==> src/rtl/fact_ctrl_if.sv <==
// Control/status bundle between the factorial controller and its surroundings:
// start/finish handshake, datapath strobes and datapath status lines.
interface fact_ctrl_if;
    logic       go;
    logic       compared;
    logic       error;
    logic       sel1;
    logic       sel2;
    logic       Load_cnt;
    logic       Load_reg;
    logic       EN;
    logic       done;
    logic       err;
    logic       busy;
    logic [2:0] cs;

    // Top level / datapath side
    modport master (
        output go, compared, error,
        input  sel1, sel2, Load_cnt, Load_reg, EN, done, err, busy, cs
    );

    // Controller side
    modport slave (
        input  go, compared, error,
        output sel1, sel2, Load_cnt, Load_reg, EN, done, err, busy, cs
    );
endinterface

==> src/rtl/fact_ctrl_unit.sv <==
// Moore control FSM for the factorial datapath: sequences load / multiply /
// check steps, runs a go/done four-phase handshake and bounds the MUL count.
module fact_ctrl_unit #(
    parameter int MAX_ITER = 15,
    parameter int ITER_W   = 5
) (
    input  logic        clk,
    input  logic        rst,
    fact_ctrl_if.slave  bus
);

    typedef enum logic [2:0] {
        S_IDLE  = 3'd0,
        S_LOAD  = 3'd1,
        S_CHECK = 3'd2,
        S_MUL   = 3'd3,
        S_DONE  = 3'd4,
        S_ERR   = 3'd5
    } state_e;

    localparam logic [ITER_W-1:0] MAX_ITER_C = ITER_W'(MAX_ITER);

    state_e              state_q, state_d;
    logic [ITER_W-1:0]   iter_q, iter_d;
    logic [ITER_W-1:0]   iter_inc;

    assign iter_inc = iter_q + ITER_W'(1);

    always_ff @(posedge clk or negedge rst) begin
        if (!rst) begin
            state_q <= S_IDLE;
            iter_q  <= '0;
        end else begin
            state_q <= state_d;
            iter_q  <= iter_d;
        end
    end

    always_comb begin
        state_d = state_q;
        iter_d  = iter_q;
        case (state_q)
            S_IDLE: begin
                iter_d = '0;
                if (bus.go) state_d = S_LOAD;
            end
            // Range error wins over the normal path to CHECK.
            S_LOAD: begin
                if (bus.error) state_d = S_ERR;
                else           state_d = S_CHECK;
            end
            S_CHECK: begin
                if (bus.compared) state_d = S_MUL;
                else              state_d = S_DONE;
            end
            // Watchdog: the MUL that brings iter to MAX_ITER aborts the run.
            S_MUL: begin
                iter_d = iter_inc;
                if (iter_inc == MAX_ITER_C) state_d = S_ERR;
                else                        state_d = S_CHECK;
            end
            S_DONE: begin
                if (!bus.go) state_d = S_IDLE;
            end
            S_ERR: begin
                if (!bus.go) state_d = S_IDLE;
            end
            // Unused codes 6/7 recover to IDLE.
            default: state_d = S_IDLE;
        endcase
    end

    always_comb begin
        bus.sel1     = 1'b0;
        bus.sel2     = 1'b0;
        bus.Load_cnt = 1'b0;
        bus.Load_reg = 1'b0;
        bus.EN       = 1'b0;
        bus.done     = 1'b0;
        bus.err      = 1'b0;
        bus.busy     = 1'b0;
        case (state_q)
            S_LOAD: begin
                bus.Load_cnt = 1'b1;
                bus.Load_reg = 1'b1;
                bus.busy     = 1'b1;
            end
            S_CHECK: begin
                bus.busy     = 1'b1;
            end
            S_MUL: begin
                bus.sel1     = 1'b1;
                bus.Load_reg = 1'b1;
                bus.EN       = 1'b1;
                bus.busy     = 1'b1;
            end
            S_DONE: begin
                bus.done     = 1'b1;
                bus.sel2     = 1'b1;
            end
            S_ERR: begin
                bus.err      = 1'b1;
            end
            default: ;
        endcase
    end

    assign bus.cs = state_q;

endmodule
==> src/flat_wrapper.sv <==
// flat-port wrapper written by rule: the top's interface ports become plain ports
module fact_ctrl_unit_flat 
#(
    parameter int MAX_ITER = 15,
    parameter int ITER_W   = 5
)
  (clk, rst, bus_go, bus_compared, bus_error, bus_sel1, bus_sel2, bus_Load_cnt, bus_Load_reg, bus_EN, bus_done, bus_err, bus_busy, bus_cs);
  fact_ctrl_if bus_i ();
  input  logic clk;
  input  logic rst;
  input wire logic [$bits(bus_i.go)-1:0] bus_go;
  input wire logic [$bits(bus_i.compared)-1:0] bus_compared;
  input wire logic [$bits(bus_i.error)-1:0] bus_error;
  output wire logic [$bits(bus_i.sel1)-1:0] bus_sel1;
  output wire logic [$bits(bus_i.sel2)-1:0] bus_sel2;
  output wire logic [$bits(bus_i.Load_cnt)-1:0] bus_Load_cnt;
  output wire logic [$bits(bus_i.Load_reg)-1:0] bus_Load_reg;
  output wire logic [$bits(bus_i.EN)-1:0] bus_EN;
  output wire logic [$bits(bus_i.done)-1:0] bus_done;
  output wire logic [$bits(bus_i.err)-1:0] bus_err;
  output wire logic [$bits(bus_i.busy)-1:0] bus_busy;
  output wire logic [$bits(bus_i.cs)-1:0] bus_cs;
  assign bus_i.go = bus_go;
  assign bus_i.compared = bus_compared;
  assign bus_i.error = bus_error;
  assign bus_sel1 = bus_i.sel1;
  assign bus_sel2 = bus_i.sel2;
  assign bus_Load_cnt = bus_i.Load_cnt;
  assign bus_Load_reg = bus_i.Load_reg;
  assign bus_EN = bus_i.EN;
  assign bus_done = bus_i.done;
  assign bus_err = bus_i.err;
  assign bus_busy = bus_i.busy;
  assign bus_cs = bus_i.cs;
  fact_ctrl_unit #(.MAX_ITER(MAX_ITER), .ITER_W(ITER_W)) u_core (.clk(clk), .rst(rst), .bus(bus_i));
endmodule
==> config.mk <==
export PLATFORM = sky130hd
export DESIGN_NAME = fact_ctrl_unit_flat
export DESIGN_NICKNAME = d
export VERILOG_FILES = /design/src/rtl/fact_ctrl_if.sv /design/src/rtl/fact_ctrl_unit.sv /design/src/flat_wrapper.sv
export SDC_FILE = /design/constraint.sdc
export NUM_CORES = 1
export LEC_CHECK = 0
export ABC_AREA = 1
export BUFFER_PORTS_ARGS = -buffer_cell sky130_fd_sc_hd__buf_2
export CAP_MARGIN = 10
export CORE_AREA = 2 2 39 41
export CTS_CLUSTER_DIAMETER = 50
export DETAILED_ROUTE_END_ITERATION = 10
export DIE_AREA = 0 0 41 43
export SYNTH_ARGS = -nofsm -noshare
export SYNTH_HDL_FRONTEND = slang
export SYNTH_SLANG_ARGS = --single-unit
==> constraint.sdc <==
create_clock -name clk -period 2.7 [get_ports clk]
set_clock_uncertainty 0.2 [all_clocks]
set_input_delay 0.27 -clock clk [delete_from_list [all_inputs] [get_ports clk]]
set_output_delay 0.27 -clock clk [all_outputs]
set_load 0.01 [all_outputs]
==> flow_summary_export.csv <==
group,metric,value,unit
synthesis,yosys_warnings,0,
floorplanning,ios,16,
critical_path,worstPathRequired,2.23,ns
worst_hold_path,hold_path_end,"u_core.bus.cs[0]",
sta,fin_setup_tns,0,ns
sta,rsz0062_at_grt,"false",
floorplanning,die-area,1760,um2
clocking,clkSlewWorstSetupHoldPaths,0.06,ns
critical_path,path_cells,"nor2_4 > nand2_4 > inv_2 > buf_2",
synthesis,synth_nets,81,
critical_path,cp-startpoint,"u_core.bus.cs[2]",
final_layout,fill_cells,141,
final_layout,area_delta_synth_final,20.0,%
clocking,cts_buffers,3,
critical_path,crit_slowest_cell,"dfrtp_1",
clocking,cts.sinks,8,
sta,hold_violations,0,
clocking,insertion_delay,0.26,ns
final_layout,multi_input_area,275,um2
route,first_iter_violations,30,
job,max_cap_viol_count,0,
grt,grt_max_degree,10,
critical_path,crit_arrival,1.28,ns
critical_path,worst-path-max-fanout,8,
route,drcViolationCount,0,
synthesis,synthTopCellsByArea,"dfrtp_1 (37%), nand2_1 (10%), nand3_1 (7.5%), nand4_1 (5.8%), inv_1 (5.6%)",
synthesis,yosysSeqAreaShare,37.3,%
route,num_vias,547,
synthesis,syn_inst,74,
final_layout,seq_area,200,um2
grt,grt_pass1_vias,424,
place,routabilityCongestion,0.757,
route,drt-total-wl,1110,um
place,dp.final_hpwl,834,um
power_and_ir_drop,totalPowerFinal,640,uW
sta,tightest_slew,0.324,ns
critical_path,reg2reg_slack,1.20,ns
grt,grt.total_usage,16.1,%
clocking,cts_htree_levels,1,
worst_hold_path,min_path_cells,3,
route,first_pass_iters,5,
final_layout,fin_cells,106,
sta,finalSetupViolations,0,
sta,fin_crit,1.75,ns
critical_path,reg2reg_depth,6,
place,placed_cells,102,
grt,grt_remaining_overflow,0,
clocking,cts_resized,0,
critical_path,cp.depth,4,
synthesis,synthDistinctLibCells,18,
route,wl_per_cell,10.5,um
synthesis,yosysTopAreaCell,"dfrtp_1",
final_layout,antennaDiodeCount,0,
critical_path,r2r_start,"u_core.iter_q[1]",
floorplanning,die_w,41,um
critical_path,critPathBufInv,2,
sta,drv_slew,0,
critical_path,worst_setup_path_end_kind,"output port",
worst_hold_path,hold_start,"bus_go",
sta,max_freq,0.573,GHz
floorplanning,rows,14,
power_and_ir_drop,powerDensity,994,nW/um2
floorplanning,dieHeight,43,um
clocking,cts-root-buf,"clkbuf_4",
synthesis,syn-cell-area,537,um2
critical_path,crit_type,"reg2out",
critical_path,r2r_end,"u_core.bus.cs[1]",
worst_hold_path,hold_path.class,"in2reg",
clocking,post_cts_buffers,0,
floorplanning,start_util,38.8,%
floorplanning,coreArea,1380,um2
synthesis,ys_ff_latch,8,
critical_path,slowest_delay,0.49,ns
synthesis,syn_avg_cell_area,7.25,um2
route,ant_nets,0,
final_layout,fin_nets,99,
final_layout,drive_above_1_share,27.8,%
sta,fin_ws,0.953,ns
place,pre_cts_ws,1.24,ns
grt,grt_pass1_wl,1860,um
run_status,status,"completed",
critical_path,startpoint_type,"register",
route,vias_per_cell,5.16,
sta,slew-limit-headroom,78.4,%
sta,fin_crit_sh,64.7,%
critical_path,cpLargestDelayFamily,"flip-flops",
power_and_ir_drop,power.leakage,0.351,nW
clocking,clock_path_buffers,2,
power_and_ir_drop,vdd_ir_drop_max,464,uV
grt,antenna_found_initial,0,
clocking,cts_tree,"built",
final_layout,final_cell_mix,"nand2_1 (15), buf_2 (15)",
synthesis,synth_top_area_share,37.3,%
place,io_buffer_count,15,
## logic make-up (layout without fill, tap and decap cells)
kind of cell	Yosys count	in the layout	synth area share (%)
AOI/OAI and AO/OA	7	7	7.23
and+or+nand+nor	43	43	39.4
adders and majority gates	2	2	4.66
buffers and inverters	14	30	11.4
DFF	8	8	37.3
## power breakdown
part	internal [mW]	leakage (nW)	switching [mW]
sequential	0.151	0.108	0.0625
clock	0.0513	0.0138	0.0475
combinational	0.124	0.230	0.204
total	0.326	0.351	0.314
## stage by stage
stage / instance area, um2 / hold slack [ns] / utilization, %
global placement: 612 / -0.0782 / 44.2
detailed placement: 612 / -0.0757 / 44.2
floorplan: 537 / -0.226 / -
finish: 644 / 0.0887 / 46.6
global route: 644 / 0.0947 / 46.6
CTS: 644 / 0.0860 / 46.6
## cells in the mapped netlist (all sizes together)
cell    count
buf         3
o21ai       5
nor3        4
nand2      17
ha          2
nand4       5
dfrtp       8
nor2        9
o22ai       1
o21bai      1
nand3       8
inv        11
## routing by layer
| layer | track usage [%] | up-vias | part of all wire [%] |
|---|---|---|---|
| met5 | 0 | - | 0 |
| met4 | 13.3 | 0 | 4.4 |
| met3 | 4.71 | 8 | 7.6 |
| met2 | 18.1 | 29 | 41 |
| met1 | 23.7 | 233 | 47 |
| li1 | - | 277 | - |
## worst reg2reg max path: stages (launching register included)
cell	delay, ns
dfrtp_1	0.42
ha_1	0.24
inv_1	0.05
nand2_1	0.07
nand3_1	0.10
nor3_1	0.21
o21bai_1	0.08
## worst max path at each step
stage	to	slack (ns)
after global routing	bus_sel2	0.87
after CTS	bus_EN	0.96
after floorplan	bus_sel2	1.08
after detailed placement	u_core.bus.cs[0]	1.24
after global placement	bus_EN	1.23
final	bus_EN	0.95
## area by class of cell
class / count / area share [%]
repair buffers: 16 / 13.2
multi-input cells: 52 / 42.7
inverters: 11 / 6.41
clock buffers: 3 / 3.50
well taps: 16 / 3.11
flip-flops and latches: 8 / 31.1
## timing repair
item                                    in CTS  in global routing
hold buffers                                 1                  0
endpoints found under the hold margin        8                  0
endpoints found under the setup margin       0                  0
## sequential cells by signal (all words and copies together), names as in the netlist
| register | flops |
|---|---|
| u_core.iter_q | 5 |
| u_core.bus.cs | 3 |
No activity file was read; power rests on OpenSTA's default activity.
